**config.mk**
```make
export PLATFORM = sky130hd
export DESIGN_NAME = rv_fetch_buf
export DESIGN_NICKNAME = d
export VERILOG_FILES = /design/src/rtl/rv_fetch_buf.sv
export SDC_FILE = /design/constraint.sdc
export NUM_CORES = 1
export LEC_CHECK = 0
export CAP_MARGIN = 20
export CELL_PAD_IN_SITES_DETAIL_PLACEMENT = 1
export CELL_PAD_IN_SITES_GLOBAL_PLACEMENT = 1
export CORE_ASPECT_RATIO = 0.8
export CORE_MARGIN = 4
export CORE_UTILIZATION = 40
export CTS_CLUSTER_SIZE = 10
export DETAILED_ROUTE_END_ITERATION = 7
export DONT_BUFFER_PORTS = 1
export GPL_TIMING_DRIVEN = 1
export PLACE_DENSITY = 0.6
export SYNTH_ARGS = -nofsm -noshare
export SYNTH_HDL_FRONTEND = slang
export SYNTH_SLANG_ARGS = --single-unit
```
**constraint.sdc**
```tcl
create_clock -name clk_i -period 6.6 [get_ports clk_i]
set_clock_uncertainty 0.1 [all_clocks]
set_input_delay 0.33 -clock clk_i [delete_from_list [all_inputs] [get_ports clk_i]]
set_output_delay 0.33 -clock clk_i [all_outputs]
set_load 0.01 [all_outputs]
```
**src/rtl/rv_fetch_buf.sv**
```systemverilog
// Instruction fetch stage: issues sequential word fetches on a req/gnt/rvalid port,
// buffers returned words with their pc in a small FIFO and hands them to the decoder.
module rv_fetch_buf #(
    parameter logic [31:0] RESET_ADDR = 32'h0000_0000,
    parameter int          DEPTH      = 4
) (
    input  logic        clk_i,
    input  logic        rst_i,
    output logic        imem_req_o,
    output logic [31:0] imem_addr_o,
    input  logic        imem_gnt_i,
    input  logic        imem_rvalid_i,
    input  logic [31:0] imem_rdata_i,
    output logic        instr_valid_o,
    output logic [31:0] instr_o,
    output logic [31:0] instr_pc_o,
    input  logic        instr_ready_i,
    input  logic        redirect_i,
    input  logic [31:0] redirect_addr_i
);
    localparam int AW = $clog2(DEPTH);
    localparam int CW = AW + 1;
    localparam logic [CW:0] DEPTH_C = (CW+1)'(DEPTH);

    logic [31:0]   pc_q, pc_d;
    logic [31:0]   rsp_pc_q, rsp_pc_d;
    logic [CW-1:0] outst_q, outst_d;
    logic [CW-1:0] discard_q, discard_d;
    logic [CW-1:0] count_q, count_d;
    logic [AW-1:0] wr_ptr_q, wr_ptr_d;
    logic [AW-1:0] rd_ptr_q, rd_ptr_d;
    logic [31:0]   fifo_instr_q [DEPTH];
    logic [31:0]   fifo_pc_q    [DEPTH];

    logic [CW:0]   credit_used;
    logic          accept, rsp, push, pop;
    logic [31:0]   redirect_pc;
    logic          unused_addr_bits;

    assign unused_addr_bits = ^redirect_addr_i[1:0];
    assign redirect_pc      = {redirect_addr_i[31:2], 2'b00};

    // Outstanding requests (discards included) and buffered words share one credit pool,
    // so a returning word always finds a free FIFO slot.
    assign credit_used   = {1'b0, outst_q} + {1'b0, count_q};
    assign imem_req_o    = !rst_i && !redirect_i && (credit_used < DEPTH_C);
    assign imem_addr_o   = pc_q;
    assign accept        = imem_req_o && imem_gnt_i;
    assign rsp           = imem_rvalid_i && (outst_q != '0);
    assign push          = rsp && (discard_q == '0) && !redirect_i;
    assign instr_valid_o = (count_q != '0) && !rst_i;
    assign pop           = instr_valid_o && instr_ready_i && !redirect_i;
    assign instr_o       = instr_valid_o ? fifo_instr_q[rd_ptr_q] : 32'h0;
    assign instr_pc_o    = instr_valid_o ? fifo_pc_q[rd_ptr_q]    : 32'h0;

    always_comb begin
        pc_d      = accept ? pc_q + 32'd4 : pc_q;
        rsp_pc_d  = push ? rsp_pc_q + 32'd4 : rsp_pc_q;
        outst_d   = outst_q + CW'(accept) - CW'(rsp);
        discard_d = (rsp && (discard_q != '0)) ? discard_q - CW'(1) : discard_q;
        wr_ptr_d  = push ? wr_ptr_q + AW'(1) : wr_ptr_q;
        rd_ptr_d  = pop ? rd_ptr_q + AW'(1) : rd_ptr_q;
        count_d   = count_q + CW'(push) - CW'(pop);
        // Everything still in flight after this cycle belongs to the old path.
        if (redirect_i) begin
            pc_d      = redirect_pc;
            rsp_pc_d  = redirect_pc;
            discard_d = outst_d;
            wr_ptr_d  = '0;
            rd_ptr_d  = '0;
            count_d   = '0;
        end
    end

    always_ff @(posedge clk_i) begin
        if (rst_i) begin
            pc_q      <= RESET_ADDR;
            rsp_pc_q  <= RESET_ADDR;
            outst_q   <= '0;
            discard_q <= '0;
            count_q   <= '0;
            wr_ptr_q  <= '0;
            rd_ptr_q  <= '0;
        end else begin
            pc_q      <= pc_d;
            rsp_pc_q  <= rsp_pc_d;
            outst_q   <= outst_d;
            discard_q <= discard_d;
            count_q   <= count_d;
            wr_ptr_q  <= wr_ptr_d;
            rd_ptr_q  <= rd_ptr_d;
        end
    end

    always_ff @(posedge clk_i) begin
        if (push) begin
            fifo_instr_q[wr_ptr_q] <= imem_rdata_i;
            fifo_pc_q[wr_ptr_q]    <= rsp_pc_q;
        end
    end

endmodule
```
==> summary.txt <==
Clock tree
  • Clock transition at path regs: 0.05 ns
  • H-tree levels: 2
  • CTS tree: done
  • Bufs on Longest Clock Path: 3
  • Clock Tree Root: clkbuf_16
  • Hold_buf cts: 65
  • Clk sinks: 323
  • Total CTS buffers: 38
  • Post-CTS setup buffer count: 0
  • # resized after CTS: 0
  • Clock Latency Late Sink: 0.52 ns

Synthesis
  • Post-synthesis sequential area ratio: 0.660
  • Register bit count reported by yosys: 323
  • Synth cell types: 59
  • EDFF count, synth: 248
  • Mapped Avg Cell Area: 15.1 µm²
  • Mapped Cells: 901
  • Synth async-reset ratio: 0
  • Yosys warning count: 0
  • Main flop type after synthesis: edfxtp_1
  • Post-Syn Area: 13600 µm²

Routing
  • Number of routed nets with antenna violations: 0
  • DR WL met2: 14.5 mm
  • Vias/cell: 5.53
  • Drt drc: 0
  • DR vias: 7847
  • Metal3 WL: 2.09 mm
  • Drt pass-1 iters: 5
  • WL/cell: 23.0 µm
  • Top layer in use: met4
  • DRT Wirelength: 32.7 mm
  • Wl on met1: 15.6 mm
  • Initial DRC count: 441

Finish
  • Layout cells sized above 1: 0.135
  • Fillers: 3281
  • Register area: 8950 µm²
  • Final #Nets: 1058
  • Commonest non-fill, non-tap cell in the layout: edfxtp_1
  • Antenna Cells: 0
  • Most frequent cells in the layout: 248 x edfxtp_1, 73 x dfxtp_1, 67 x and2_1, 64 x dlygate4sd3_1, 62 x mux4_2
  • Fin area: 15700 µm²
  • Multi-input gate area: 4320 µm²
  • Area Growth Syn to Fin: 15.9%
  • Post-Layout Cell Count: 1419

Critical path
  • Crit path DAT: 3.74 ns
  • Startpoint Class: register
  • Worst path slowest cell: a311o_1
  • Most common cell on crit path: ha_1
  • Crit Path Max Fanout: 25
  • Worst path cell trace: ha_1 > a311o_1 > nor2_4 > inv_2 > ha_1 > inv_1 > ha_1 > fa_1 > xnor2_1 > xnor2_1 > a211oi_1
  • Max stage delay on crit path: 0.44 ns
  • CP Class: register to register
  • Critical path capture point type: register
  • Required time worst endpoint: 6.86 ns

GRT
  • First-pass GRT wire length: 50.7 mm
  • Gr ovfl total: 0
  • Via count of the first global-routing pass: 8459
  • GRT Resource Usage Total: 0.174
  • Largest net degree at the start of global routing: 64
  • Initial antenna violation count: 0

Run status
  • Status: finished clean

STA
  • Fin worst setup slack: 3.11 ns
  • Worst-Margin Slew: 0.970 ns
  • Final setup viols: 0
  • Maximum clock rate: 287 MHz
  • Final Slew Violations: 0
  • Slew HR: 0.354
  • RSZ-0062 raised after global routing: false
  • Final worst-path cycle share: 0.528
  • Min Tclk post-route: 3.49 ns
  • Fin. Hold Viols: 0
  • Setup TNS: 0 ns

Die
  • Core footprint: 33600 µm²
  • Row count: 60
  • Die area: 36900 µm²
  • Die span in y: 173 µm
  • Width of the die: 214 µm
  • Initial Util: 0.404
  • IO Count: 168

Hold path
  • Worst Hold Class: input pin to register

Placement
  • I/O Buffers: 0
  • Dpl cell area: 14000 µm²
  • Placer Congestion: 0.779
  • Post-Place Worst Slack: 3.12 ns
  • Dpl hpwl: 19.8 mm
  • Cells after DPL: 1300

Flow run
  • Number of max-cap violations: 0

Pwr
  • Power per cell area: 295 nW/µm²
  • Leakage Power: 5.06 nW
  • Max VDD drop: 0.153 mV
  • Final total power: 0.00464 W
-- where the power goes --
part | internal [W] | switching (W) | leakage (nW)
clock network | 0.00108 | 0.000766 | 0.515
logic | 0.000175 | 0.000221 | 1.67
registers | 0.00231 | 0.0000907 | 2.88
-- metal layers --
| metal | GRT usage | vias up |
|---|---|---|
| met1 | 0.259 | 4006 |
| met4 | 0.0371 | 0 |
| met5 | 0 | - |
| met2 | 0.262 | 216 |
| met3 | 0.0430 | 40 |
| li1 | - | 3585 |
-- cells by family after synthesis --
group,after synthesis,share of synthesized area
AND/OR/NAND/NOR,256,0.108
multiplexers,66,0.106
buffers and inverters,76,0.0235
XOR/XNOR,47,0.0304
other,1,0.000276
adder cells (fa/ha/maj),16,0.0159
AO/OA/AOI/OAI,116,0.0558
flip-flops,323,0.660
-- final timing paths --
path,from,endpoint,slack (ns),cells past startpoint
max,outst_q[1]$_SDFF_PP0_,discard_q[2]$_SDFFE_PP0P_,3.11,11
min,redirect_addr_i[13],imem_addr_o[13]$_SDFFE_PP0P_,0.02,3
min reg2reg,rsp_pc_q[31]$_SDFFE_PP0P_,fifo_pc_q[0][31]$_DFFE_PP_,0.44,0
max reg2reg,outst_q[1]$_SDFF_PP0_,discard_q[2]$_SDFFE_PP0P_,3.11,11
-- cell usage after synthesis, drive strengths merged, types with 9 or more instances --
library cell / n / share of area
a211oi: 13 / 0.0072
a21boi: 17 / 0.0094
a21oi: 35 / 0.013
and2: 71 / 0.033
and3: 9 / 0.0042
and4: 9 / 0.0058
buf: 18 / 0.0075
clkbuf: 28 / 0.0077
dfxtp: 75 / 0.11
edfxtp: 248 / 0.55
ha: 14 / 0.013
inv: 30 / 0.0083
mux4: 62 / 0.10
nand2: 37 / 0.010
nand3: 27 / 0.010
nand4: 20 / 0.0092
nor2: 31 / 0.0091
nor3: 18 / 0.0070
nor4: 12 / 0.0077
o21ai: 16 / 0.0059
xnor2: 26 / 0.017
xor2: 21 / 0.014
-- through the flow --
stage / utilization / hold slack (ns)
final: 0.468 / 0.0240
after detailed placement: 0.417 / 0.314
after global routing: 0.468 / 0.0190
after floorplan: - / 0.329
after CTS: 0.468 / 0.000928
after global placement: 0.417 / 0.312
-- critical path: cells and delay by family (launching register included) --
| kind | cells | cell delay, ns |
|---|---|---|
| xor+xnor | 2 | 0.36 |
| buf+inv | 2 | 0.34 |
| fa+ha+maj | 4 | 1.22 |
| simple gates | 1 | 0.36 |
| compound gates | 2 | 0.54 |
| flops | 1 | 0.42 |
-- layout make-up --
type,count,share of cell area
clock buffers,51,0.0656
clock inverters,2,0.00207
repair buffers,74,0.0462
inverters,30,0.00716
flip-flops and latches,323,0.570
multi-input cells,505,0.275
well taps,434,0.0345
-- sequential cells by signal, indices dropped and copies added, names as in the netlist, named ones only --
| signal | flops |
|---|---|
| fifo_instr_q | 128 |
| wr_ptr_q | 2 |
| rd_ptr_q | 2 |
| imem_addr_o | 30 |
| count_q | 3 |
| rsp_pc_q | 30 |
| discard_q | 3 |
| fifo_pc_q | 120 |
| outst_q | 3 |
No activity file was read; power rests on OpenSTA's default activity.
